==> config.mk <==
export PLATFORM = sky130hd
export DESIGN_NAME = synchronous_fifo_msb
export DESIGN_NICKNAME = d
export VERILOG_FILES = /design/src/rtl/synchronous_fifo_msb_pkg.sv /design/src/rtl/synchronous_fifo_msb_fifo_ptr.sv /design/src/rtl/synchronous_fifo_msb.sv
export SDC_FILE = /design/constraint.sdc
export NUM_CORES = 1
export LEC_CHECK = 0
export ABC_AREA = 1
export CORE_ASPECT_RATIO = 0.8
export CORE_MARGIN = 4
export CORE_UTILIZATION = 45
export CTS_CLUSTER_DIAMETER = 60
export DETAILED_ROUTE_END_ITERATION = 12
export SLEW_MARGIN = 10
export SYNTH_ARGS = -nofsm -noshare
export SYNTH_HDL_FRONTEND = slang
export SYNTH_HIERARCHICAL = 1
export SYNTH_SLANG_ARGS = --single-unit
==> constraint.sdc <==
create_clock -name clk -period 1.94 [get_ports clk]
set_input_delay 0.291 -clock clk [delete_from_list [all_inputs] [get_ports clk]]
set_output_delay 0.291 -clock clk [all_outputs]
set_load 0.03 [all_outputs]
==> src/rtl/synchronous_fifo_msb_pkg.sv <==
// Shared defaults for the MSB-parity synchronous FIFO.
package synchronous_fifo_msb_pkg;

    localparam int DEFAULT_DEPTH      = 8;
    localparam int DEFAULT_DATA_WIDTH = 8;

endpackage

==> src/rtl/synchronous_fifo_msb_fifo_ptr.sv <==
// Wrapping binary pointer with increment enable; the extra MSB carries wrap parity.
module fifo_ptr #(
    parameter int PTR_W = 4
) (
    input  logic             clk,
    input  logic             rst_n,
    input  logic             inc,
    output logic [PTR_W-1:0] ptr
);

    localparam logic [PTR_W-1:0] PTR_ONE = PTR_W'(1);

    logic [PTR_W-1:0] ptr_q;
    logic [PTR_W-1:0] ptr_d;

    // Natural overflow of the full-width counter toggles the wrap bit.
    always_comb begin
        ptr_d = ptr_q;
        if (inc) begin
            ptr_d = ptr_q + PTR_ONE;
        end
    end

    always_ff @(posedge clk or negedge rst_n) begin
        if (!rst_n) begin
            ptr_q <= '0;
        end else begin
            ptr_q <= ptr_d;
        end
    end

    assign ptr = ptr_q;

endmodule

==> src/rtl/synchronous_fifo_msb.sv <==
// Single-clock FIFO using (AW+1)-bit pointers for full/empty detection and a registered read port.
module synchronous_fifo_msb
    import synchronous_fifo_msb_pkg::*;
#(
    parameter int DEPTH      = DEFAULT_DEPTH,
    parameter int DATA_WIDTH = DEFAULT_DATA_WIDTH
) (
    input  logic                  clk,
    input  logic                  rst_n,
    input  logic                  w_en,
    input  logic                  r_en,
    input  logic [DATA_WIDTH-1:0] data_in,
    output logic [DATA_WIDTH-1:0] data_out,
    output logic                  full,
    output logic                  empty
);

    localparam int AW = $clog2(DEPTH);

    logic [AW:0]           wr_ptr;
    logic [AW:0]           rd_ptr;
    logic                  wr_fire;
    logic                  rd_fire;
    logic [DATA_WIDTH-1:0] mem_q [DEPTH];
    logic [DATA_WIDTH-1:0] data_out_q;
    logic [DATA_WIDTH-1:0] data_out_d;

    // Same address with differing wrap bits means the writer is a full lap ahead.
    assign empty = (wr_ptr == rd_ptr);
    assign full  = (wr_ptr[AW] != rd_ptr[AW]) && (wr_ptr[AW-1:0] == rd_ptr[AW-1:0]);

    assign wr_fire = w_en && !full;
    assign rd_fire = r_en && !empty;

    fifo_ptr #(.PTR_W(AW + 1)) u_wr_ptr (
        .clk   (clk),
        .rst_n (rst_n),
        .inc   (wr_fire),
        .ptr   (wr_ptr)
    );

    fifo_ptr #(.PTR_W(AW + 1)) u_rd_ptr (
        .clk   (clk),
        .rst_n (rst_n),
        .inc   (rd_fire),
        .ptr   (rd_ptr)
    );

    always_ff @(posedge clk) begin
        if (wr_fire) begin
            mem_q[wr_ptr[AW-1:0]] <= data_in;
        end
    end

    always_comb begin
        data_out_d = data_out_q;
        if (rd_fire) begin
            data_out_d = mem_q[rd_ptr[AW-1:0]];
        end
    end

    always_ff @(posedge clk or negedge rst_n) begin
        if (!rst_n) begin
            data_out_q <= '0;
        end else begin
            data_out_q <= data_out_d;
        end
    end

    assign data_out = data_out_q;

endmodule

# After elaboration in Yosys (flattened, before gate mapping)
# Memories as Yosys holds them, arrays and structs flattened. A register that Yosys moved wholly into a read port is not among the register bits.
# Cells that the tools add are included.
# classes
eq_ne,3
reduce_logical,6
n_mux,2
n_addsub,2
# op_table
cell,count
$add 4x1->4 const B,2
$eq 4x4->1,1
$eq 3x3->1,1
$logic_and 1x1->1,3
$logic_not 1->1,3
$mux 1,2
$ne 1x1->1,1
# totals
mem_bits_rw,64
mem_count,1
elab_cells,16
register_bits,8
out_inout_bits,10
inputBits,12
# memory_table
name,depth,width,read_ports,rd_ports_with_merged_regs,wr,line_no,text
mem_q,8,8,1,1,1,synchronous_fifo_msb.sv:24,logic [DATA_WIDTH-1:0] mem_q [DEPTH];

# Depth between registers and ports, before layout
# Gate-level depths: netlist (run 1).
# logic_depth
word_depth,6
depth_mapped,11
ltp_nobuf,11

# By module
# Netlist (run 1), hierarchy kept.
# modules_own_cells
mod,instances,cells_each,area_per_inst_um2,seq_area_each_um2
synchronous_fifo_msb,1,354,3343.2,2122.0
fifo_ptr,2,19,177.7,100.1

# Worst setup path before layout (run 1)
# No wires, ideal clock.
# synth_path
path_kind,reg-to-reg
startpoint,reg u_rd_ptr.ptr_q[2] (netlist: u_rd_ptr/ptr[2])
endpoint,"mem mem_q[0][0] (netlist name), enable pin"
path_buffers,1
setup_slack_ps,266
arrival_ps,1304
required_ps,1570
setup_ps,370
stages_incl_launch_ff,8
period_less_slack_ps,1674
path_cell_list,dfrtp_1 buf_6 inv_6 nand2_1 nand2_2 nand4_1 nand2_2 nor2_1
# synth_between
elab_chain_cells,6
# synth_rtl
item,line_no,text
start: declaration,synchronous_fifo_msb_fifo_ptr.sv:13,logic [PTR_W-1:0] ptr_q;
start signal: assignment,synchronous_fifo_msb_fifo_ptr.sv:28,ptr_q <= ptr_d;
$eq 3x3->1,synchronous_fifo_msb.sv:30,assign full = (wr_ptr[AW] != rd_ptr[AW]) && (wr_ptr[AW-1:0] == rd_ptr[AW-1:0]);
$logic_and 1x1->1,synchronous_fifo_msb.sv:30,
$logic_not 1->1,synchronous_fifo_msb.sv:32,assign wr_fire = w_en && !full;
$logic_and 1x1->1,synchronous_fifo_msb.sv:32,
$mux 1,synchronous_fifo_msb.sv:50,if (wr_fire) begin
$mux 1 (not written as such),synchronous_fifo_msb.sv:51,mem_q[wr_ptr[AW-1:0]] <= data_in;
end: declaration,synchronous_fifo_msb.sv:24,
# No other way between the ends.

# Final worst setup path (run 1)
# layout_path
startpoint,reg u_rd_ptr.ptr_q[1] (netlist: u_rd_ptr/ptr[1])
endpoint,out empty
# layout_between
elab_chain_cells,1
# layout_rtl
item,line_no,text
$eq 4x4->1,synchronous_fifo_msb.sv:29,assign empty = (wr_ptr == rd_ptr);
end: declaration,synchronous_fifo_msb.sv:15,output logic empty
# No other way between the ends.

==> run summary, run 1 <==
largest net degree at the start of global routing - 36
Die Span Y - 89.1 um
final RePlAce weighted congestion - 0.769
Rel. slew slack - 61.7%
async set-or-reset flop fraction in the synthesized netlist - 20.0%
power share of the combinational group - 41.9%
most frequent CP cell - buf_4
r2r setup slk - 0.14 ns
Sw Share - 38.2%
Hold/Removal Path Class - input pin to async pin
status - complete, no violations
most frequent cell after synthesis - nand2_1
Pre-antenna DRT Iters - 4
share of cells above drive strength 1 - 12.8%
Leakage - 0.00207 uW
fin crit share - 94.7%
Psw - 2620 uW
Commonest cells post-synth - 149 x nand2_1, 77 x inv_1, 64 x edfxtp_1
syn nets - 406
Die ar. - 0.00974 mm^2
Worst VDD drop - 0.767 mV
endpoints failing setup - 0
max_cap viols - 0
initial core utilization - 46.3%
synthesis-to-layout area growth - 18.5%
CP Capture Type - primary output
Residual DRC - 0
clk_lat worst skew - 0.35 ns
Routed Antenna Nets - 0
first-pass GRT wire length - 13,000 um
Slew Limit Fails - 0
worst path arrival time - 1.55 ns
Pint - 4250 uW
final wirelength - 7820 um
leading area contributor after synthesis - edfxtp_1
Final Core Density - 54.9%
final instance area - 0.00438 mm^2
Clk pwr share - 23.1%
Final Critical Period - 1.84 ns
clock-pin slew on the worst setup and hold paths - 0.09 ns
crit path kind - flop to primary output
Final Hold Fails - 0
clock sinks - 80
Post-Syn Area per Cell - 9.44 um^2
Post-DP HPWL - 5110 um
TritonCTS clock tree - done
RSZ-0062 raised after global routing - false
initial antenna violation count - 0
worst r2r src - u_rd_ptr/ptr[2]
WL/cell - 14.4 um
startpoint types - flop
GR Overflow Total - 0
WP data required - 1.65 ns
Synth top area share - 52.0%
PortBufs - 21
I/O Pins - 22
worst slew pin tran - 0.575 ns
Post-synth EDFFs - 64
vias in the first global route - 2,501
power per cell area - 1570 mW/mm^2
family with the most delay on the worst path - flip-flops
row count - 29
CP bufs+invs - 2
via count - 2,521
Core Box Area - 0.00798 mm^2
Ys Warns - 6
CP max-delay cell - dfrtp_1
FMAX - 0.545 GHz
GRT Overall Usage - 18.2%
TritonCTS Buffers - 9
Starting DRT DRC Count - 147
synth unique cells - 23
#FFs+latches synth - 80
share of power burned in registers - 35.0%
share of the yosys chip area belonging to registers - 62.8%
# diodes - 0
CTS Root Cell - clkbuf_8
Final nets - 446
area of the mapped netlist - 0.00370 mm^2
DR vias/cell - 4.63
worst-case reg-to-reg path depth - 5
cells taking the most area after synthesis - edfxtp_1 52%, nand2_1 15%, dfrtp_1 11%, inv_1 7.8%, nand3_1 5.1%
Main synth FF type - edfxtp_1
DIE WIDTH - 109 um
clock tree buffer depth - 2
H-tree levels - 3
clk_skew - 0.0118 ns
end of the worst register-to-register path - mem_q[5][0]
crit-path cells - xnor2_2 > buf_4 > nand2_2 > nor2_4 > buf_4
critical path fanouts, max - 2
dpl cell area - 0.00411 mm^2
cell count after synthesis - 392
critical path's largest stage delay - 0.41 ns
postcts setup bufs - 0
Post-Route Setup TNS - 0 ns
-- cell type report --
type,instances,area [um^2]
Multi-Input combinational cell,218,997
Fill cell,752,3600
Clock buffer,11,131
Tap cell,108,135
Timing Repair Buffer,41,353
Clock inverter,5,129
Sequential cell,80,2320
Inverter,82,315
-- registers in the layout, summed over array words and instances, names as in the netlist --
register      cells
data_out          8
mem_q            64
u_rd_ptr/ptr      4
u_wr_ptr/ptr      4
-- cells in the final DEF (no fill, tap or decap) --
cell / count
xor2_1: 4
nand2_1: 149
nand3_1: 38
inv_4: 1
dfrtp_1: 16
inv_2: 3
o21ai_4: 1
nor2_1: 5
nand2_4: 1
bufinv_16: 4
inv_6: 2
xnor2_2: 1
nand2_2: 4
clkbuf_8: 9
inv_1: 77
clkbuf_1: 2
nor2_4: 2
buf_2: 1
o21ai_1: 2
nor2_2: 5
clkdlybuf4s50_1: 19
nor2_8: 1
buf_4: 21
ha_1: 2
nand4_1: 1
edfxtp_1: 64
o21ai_0: 2
-- power groups by stage --
stage / clock network [uW] / logic (uW) / registers (uW)
after floorplan: 0 / 1730 / 2600
after global placement: 0 / 2850 / 2430
after detailed placement: 0 / 2880 / 2450
after CTS: 1620 / 2890 / 2410
after global routing: 1690 / 3270 / 2450
final: 1590 / 2880 / 2410
-- logic make-up (layout without fill, tap and decap cells) --
kind of cell,after synthesis,after routing,share of synthesized area (%)
buffers and inverters,94,139,10.8
AOI/OAI and AO/OA,5,5,0.981
adders and majority gates,2,2,0.676
and+or+nand+nor,206,206,23.4
DFF,80,80,62.8
xor gates and xnor gates,5,5,1.39
-- layer usage --
| metal | vias to the layer above | GRT usage (%) | share of wire, % |
|---|---|---|---|
| li1 | 1287 | - | - |
| met1 | 1149 | 25.5 | 47 |
| met2 | 71 | 28.1 | 44 |
| met3 | 14 | 4.55 | 6.4 |
| met4 | 0 | 5.89 | 1.9 |
| met5 | - | 0 | 0 |
-- repair_timing --
item | in CTS | in global routing
gates resized for setup | 3 | 9
hold buffers | 0 | 0
endpoints found under the setup margin | 25 | 49
-- worst max path at each step --
stage	start	end	slack [ns]	cells past startpoint
detailed placement	w_en	mem_q[5][3]	-0.06	3
finish	u_rd_ptr/ptr[1]	empty	0.10	5
global placement	w_en	mem_q[5][3]	0.002	3
CTS	u_rd_ptr/ptr[2]	mem_q[4][1]	-0.06	6
global route	u_rd_ptr/ptr[1]	empty	0.0008	5
floorplan	u_rd_ptr/ptr[2]	mem_q[0][0]	0.27	7
-- worst reg2reg max path, cell delays in order (launching register included) --
cell	delay, ns
dfrtp_1	0.46
nand2_1	0.11
nand2_2	0.06
nand4_1	0.12
nand2_2	0.19
nor2_2	0.51
-- through the flow --
stage | setup slack (ns) | std cells | hold WS, ns | total power (uW)
floorplan | 0.266 | 392 | -0.00459 | 4330
global placement | 0.00228 | 529 | 0.462 | 5290
detailed placement | -0.0551 | 529 | 0.465 | 5330
CTS | -0.0563 | 545 | 0.245 | 6930
global route | 0.000767 | 545 | 0.281 | 7410
finish | 0.104 | 545 | 0.256 | 6870
No activity file was read; power rests on OpenSTA's default activity.
==> inputs of run 2 (changes only) <==
--- a/config.mk
+++ b/config.mk
@@ -5,11 +5,10 @@
 export SDC_FILE = /design/constraint.sdc
 export NUM_CORES = 1
 export LEC_CHECK = 0
-export ABC_AREA = 1
+export ABC_AREA = 0
 export CORE_ASPECT_RATIO = 0.8
 export CORE_MARGIN = 4
 export CORE_UTILIZATION = 45
-export CTS_CLUSTER_DIAMETER = 60
 export DETAILED_ROUTE_END_ITERATION = 12
 export SLEW_MARGIN = 10
 export SYNTH_ARGS = -nofsm -noshare
==> run 2 against run 1 <==
Utilization rose by 3.2 points. Sequential cell count did not move. Cell count fell by 46%. Largest cell class unchanged. Non-clock buffer count did not move. Sequential power rose by 2%.
==> run summary, run 2 <==
status - complete, no violations
wl on met1 - 2790 um
Final Hold Fails - 0
final RePlAce weighted congestion - 0.727
WL/cell - 20.5 um
CP max-delay cell - mux4_1
CTS-repair resized insts - 0
hold_buf cts - 0
clk_skew - 0.00973 ns
TritonCTS Buffers - 9
Post-Syn Area per Cell - 20.8 um^2
syn nets - 171
CTS Root Cell - clkbuf_8
DIE WIDTH - 103 um
CP bufs+invs - 1
Routed Antenna Nets - 0
Ys Warns - 6
Rel. slew slack - 76.8%
Die Span Y - 84.2 um
cell count after synthesis - 157
row count - 27
# diodes - 0
Post-DP HPWL - 3850 um
Final Core Density - 58.1%
worst r2r src - u_rd_ptr/ptr[0]
Residual DRC - 0
worst-case reg-to-reg path depth - 4
H-tree levels - 3
PortBufs - 21
Post-synth EDFFs - 64
via count - 1,571
area of the mapped netlist - 0.00327 mm^2
Pre-antenna DRT Iters - 4
postcts setup bufs - 0
worst setup margin - 0.0860 ns
Leakage - 0.00144 uW
share of cells above drive strength 1 - 37.1%
crit-path cells - buf_4 > mux4_1 > mux2_2 > mux2_4
largest net degree at the start of global routing - 20
leading area contributor after synthesis - edfxtp_1
fillcell total - 516
fin crit share - 95.6%
pre-CTS WS - 0.0662 ns
clock sinks - 80
worst path arrival time - 2.08 ns
Main synth FF type - edfxtp_1
most frequent cells in the layout - 64 x edfxtp_1, 19 x clkdlybuf4s50_1, 18 x buf_4
TritonCTS clock tree - done
clock-pin slew on the worst setup and hold paths - 0.08 ns
first-pass GRT wire length - 9440 um
met3 wire len - 249 um
#FFs+latches synth - 80
family with the most delay on the worst path - multiplexers
initial core utilization - 46.9%
Slew Limit Fails - 0
CP Capture Type - flop
DR vias/cell - 5.38
Final nets - 214
Starting DRT DRC Count - 55
r2r setup slk - 0.09 ns
initial antenna violation count - 0
commonest non-fill, non-tap cell in the layout - edfxtp_1
clock tree buffer depth - 2
clk_lat worst skew - 0.34 ns
critical path's largest stage delay - 0.58 ns
synth unique cells - 26
max_cap viols - 0
GRT Overall Usage - 15.2%
RSZ-0062 raised after global routing - false
endpoints failing setup - 0
Commonest cells post-synth - 64 x edfxtp_1, 16 x dfrtp_1, 15 x mux2_2
critical path fanouts, max - 9
cells taking the most area after synthesis - edfxtp_1 59%, dfrtp_1 12%, mux4_1 8.8%, mux2_2 5.2%, mux4_2 3.4%
GR Overflow Total - 0
share of the yosys chip area belonging to registers - 71.1%
WP data required - 2.17 ns
worst slew pin tran - 0.347 ns
Hold/Removal Path Class - input pin to async pin
power per cell area - 1550 mW/mm^2
synthesis-to-layout area growth - 23.8%
Synth top area share - 58.8%
Core Box Area - 0.00696 mm^2
end of the worst register-to-register path - data_out[2]
Worst VDD drop - 0.634 mV
crit path kind - flop to flop
metal2 WL - 2890 um
async set-or-reset flop fraction in the synthesized netlist - 20.0%
final wirelength - 5980 um
Largest register FFs - 64
FMAX - 0.539 GHz
max layer used - met4
Final Critical Period - 1.85 ns
startpoint types - flop
most frequent cell after synthesis - edfxtp_1
vias in the first global route - 1,682
Die ar. - 0.00870 mm^2
I/O Pins - 22
## run 2: changes by cell type after synthesis, sizes merged, moves of 5 or more
cell	delta
o21ai	-5
nand3	-37
mux2	+18
buf	-6
mux4	+16
inv	-81
nand2	-151
nor2	-11
## run 2: worst reg2reg max path: cells and delay by family (launching register included)
kind	cells	cell delay, ns
buf+inv	1	0.24
mux	3	1.12
flops	1	0.40
## run 2: logic make-up after synthesis
logic type | after synthesis | synth area share, %
flip-flops | 80 | 71.1
multiplexers | 34 | 18.8
AND/OR/NAND/NOR | 18 | 3.29
XOR/XNOR | 11 | 2.95
buffers and inverters | 10 | 2.22
AO/OA/AOI/OAI | 2 | 0.843
adder cells (fa/ha/maj) | 2 | 0.766
## run 2: where the power goes
| part | switching, uW | internal (uW) |
|---|---|---|
| Combinational | 1280 | 1310 |
| Sequential | 205 | 2260 |
| Clock | 563 | 628 |
## run 2: area by class of cell
type / count / area [um^2] / area share (%)
sequential: 80 / 2320 / 57.4
inverter: 1 / 3.75 / 0.0928
timing repair buffer: 41 / 405 / 10.0
tap: 87 / 109 / 2.69
clock buffer: 11 / 141 / 3.50
clock inverter: 5 / 56.3 / 1.39
multi-input combinational: 67 / 1010 / 24.9
## run 2: metal layers
metal / GRT usage (%) / up-vias
li1: - / 727
met1: 21.4 / 811
met2: 23.1 / 28
met3: 4.49 / 5
met4: 4.59 / 0
met5: 0 / -
## run 2: stage by stage
stage / hold slack [ns] / area, um^2 / power, uW / TNS, ns / std cells
3_5_place_dp: 0.498 / 3820 / 5050 / 0 / 276
6_report: 0.280 / 4040 / 6250 / 0 / 292
3_3_place_gp: 0.492 / 3820 / 4980 / 0 / 276
2_1_floorplan: -0.00459 / 3390 / 4310 / -6.57 / 157
4_1_cts: 0.279 / 4020 / 6240 / -0.0184 / 292
5_1_grt: 0.296 / 4040 / 6590 / 0 / 292
## run 2: worst max-delay path by stage
stage / start / end / cells past startpoint
floorplan: u_rd_ptr/ptr[2] / u_wr_ptr/ptr[1] / 5
global placement: w_en / mem_q[4][3] / 5
detailed placement: u_rd_ptr/ptr[0] / data_out[2] / 4
CTS: u_rd_ptr/ptr[1] / full / 4
global route: u_rd_ptr/ptr[0] / data_out[1] / 4
finish: u_rd_ptr/ptr[0] / data_out[2] / 4
==> inputs of run 3 (changes only) <==
--- a/config.mk
+++ b/config.mk
@@ -10,6 +10,7 @@
 export CORE_MARGIN = 4
 export CORE_UTILIZATION = 45
 export DETAILED_ROUTE_END_ITERATION = 12
+export DONT_BUFFER_PORTS = 1
 export SLEW_MARGIN = 10
 export SYNTH_ARGS = -nofsm -noshare
 export SYNTH_HDL_FRONTEND = slang
==> run 3 against run 2 <==
The flow now finishes with violations (negative setup slack). Routed wire length is 3.1% higher. Register-to-register slack worse by 0.07 ns. Combinational power hardly changed. Clock power is 3% lower. Worst setup slack worse by 0.11 ns. Count of clock-buffer cells in the layout is 1 lower. Sequential share of layout area is 1.6 points higher. Critical endpoint is now full. Utilization is 1.5 points lower. Power is 1.8% higher. Fmax is 5.5% lower.
==> run summary, run 3 (synthesized netlist as in run 2, its figures left out) <==
worst setup margin - -0.0212 ns
startpoint types - flop
fin crit share - 101%
worst r2r src - u_rd_ptr/ptr[3]
Die ar. - 0.00870 mm^2
most frequent cells in the layout - 64 x edfxtp_1, 19 x buf_4, 15 x mux2_2, 15 x dfrtp_1, 11 x mux4_1
TritonCTS Buffers - 9
family with the most delay on the worst path - flip-flops
largest net degree at the start of global routing - 20
TritonCTS clock tree - done
WHS Path Cells - 0
clock-pin slew on the worst setup and hold paths - 0.08 ns
critical path fanouts, max - 2
DIE WIDTH - 103 um
Final nets - 203
I/O Pins - 22
# diodes - 0
PortBufs - 0
power per cell area - 1620 mW/mm^2
Post-Route Setup TNS - -0.0325 ns
Largest register FFs - 64
row count - 27
DR vias/cell - 5.51
worst-case reg-to-reg path depth - 4
initial core utilization - 46.9%
clk_lat worst skew - 0.34 ns
CP max-delay cell - dfrtp_2
Post-DP HPWL - 3860 um
Residual DRC - 0
CTS Root Cell - clkbuf_8
Pre-antenna DRT Iters - 4
dpl cell area - 0.00363 mm^2
post-route insts no fill - 281
status - finished with violations
endpoints failing setup - 2
share of cells above drive strength 1 - 42.8%
final RePlAce weighted congestion - 0.774
synthesis-to-layout area growth - 20.5%
Final Hold Fails - 0
max_cap viols - 0
WHS Endpoint - mem_q[4][1]
Starting DRT DRC Count - 86
CP Capture Type - primary output
WP data required - 1.65 ns
via count - 1,549
H-tree levels - 3
first-pass GRT wire length - 9820 um
Leakage - 0.00139 uW
worst slew pin tran - 0.935 ns
final wirelength - 6160 um
crit path kind - flop to primary output
Routed Antenna Nets - 0
WL/cell - 21.9 um
fillcell total - 535
Pwr Total - 6360 uW
commonest non-fill, non-tap cell in the layout - edfxtp_1
GR Overflow Total - 0
Core Box Area - 0.00696 mm^2
worst path arrival time - 1.67 ns
Die Span Y - 84.2 um
Hold/Removal Path Class - input pin to flop
hold path start - data_in[1]
crit-path cells - xor2_2 > buf_4 > or2_4 > nor3_4 > buf_6
clk_skew - 0.00559 ns
Worst VDD drop - 0.685 mV
clock sinks - 80
CP bufs+invs - 2
final instance area - 0.00394 mm^2
r2r setup slk - 0.02 ns
end of the worst register-to-register path - mem_q[0][5]
failing checks - negative setup slack
Slew Limit Fails - 0
critical path's largest stage delay - 0.45 ns
Rel. slew slack - 37.5%
vias in the first global route - 1,705
GRT Overall Usage - 16.0%
Final Critical Period - 1.96 ns
FMAX - 0.510 GHz
Placed Instances - 262
initial antenna violation count - 0
RSZ-0062 raised after global routing - true
clock tree buffer depth - 2
## run 3: changes by cell type in the layout (fill, tap and decap cells not counted), sizes merged
cell / delta
dlygate4sd3: +1
clkinv: -1
buf: +7
clkinvlp: +2
clkbuf: -1
clkdlybuf4s50: -19
## run 3: worst max path at each step
| stage | startpoint | endpoint | cells after the start |
|---|---|---|---|
| after floorplan | u_rd_ptr/ptr[2] | u_wr_ptr/ptr[1] | 5 |
| after global placement | u_rd_ptr/ptr[0] | data_out[3] | 4 |
| after detailed placement | u_rd_ptr/ptr[0] | data_out[2] | 4 |
| after CTS | u_wr_ptr/ptr[0] | full | 5 |
| after global routing | u_rd_ptr/ptr[0] | full | 5 |
| final | u_rd_ptr/ptr[0] | full | 5 |
## run 3: final cells by class
cell class | instances | area, um^2 | share of cell area (%)
multi-input combinational | 67 | 1030 | 26.2
sequential | 80 | 2320 | 59.0
inverter | 1 | 3.75 | 0.0953
tap | 87 | 109 | 2.76
timing repair buffer | 30 | 283 | 7.18
clock buffer | 10 | 128 | 3.24
clock inverter | 6 | 60.1 | 1.53
## run 3: layer usage
layer | vias up | part of all wire (%) | global-route usage [%]
met5 | - | 0 | 0
met4 | 0 | 1.3 | 4.94
met3 | 7 | 3.5 | 4.90
met1 | 815 | 45 | 22.1
met2 | 24 | 51 | 24.5
li1 | 703 | - | -
## run 3: timing repair
| item | in CTS | in global routing |
|---|---|---|
| buffers inserted | 2 | 2 |
| endpoints found under the hold margin | 16 | 0 |
| hold buffers | 1 | 0 |
| pin swaps | 3 | 6 |
| gates resized for setup | 7 | 14 |
| endpoints found under the setup margin | 18 | 69 |
## run 3: metrics by stage
step	utilization, %	setup WS, ns	hold slack, ns
3_5_place_dp	52.1	-0.0418	-0.00403
3_3_place_gp	52.1	-0.0114	-0.00401
6_report	56.6	-0.0212	0.0386
2_1_floorplan	-	-0.147	-0.00459
5_1_grt	56.6	-0.0828	0.0116
4_1_cts	55.6	-0.0218	0.0195
## run 3: where the power goes
part | internal [uW] | switching, uW | leakage (uW)
clock | 585 | 563 | 0.0000836
combinational | 1370 | 1200 | 0.000539
sequential | 2260 | 378 | 0.000767
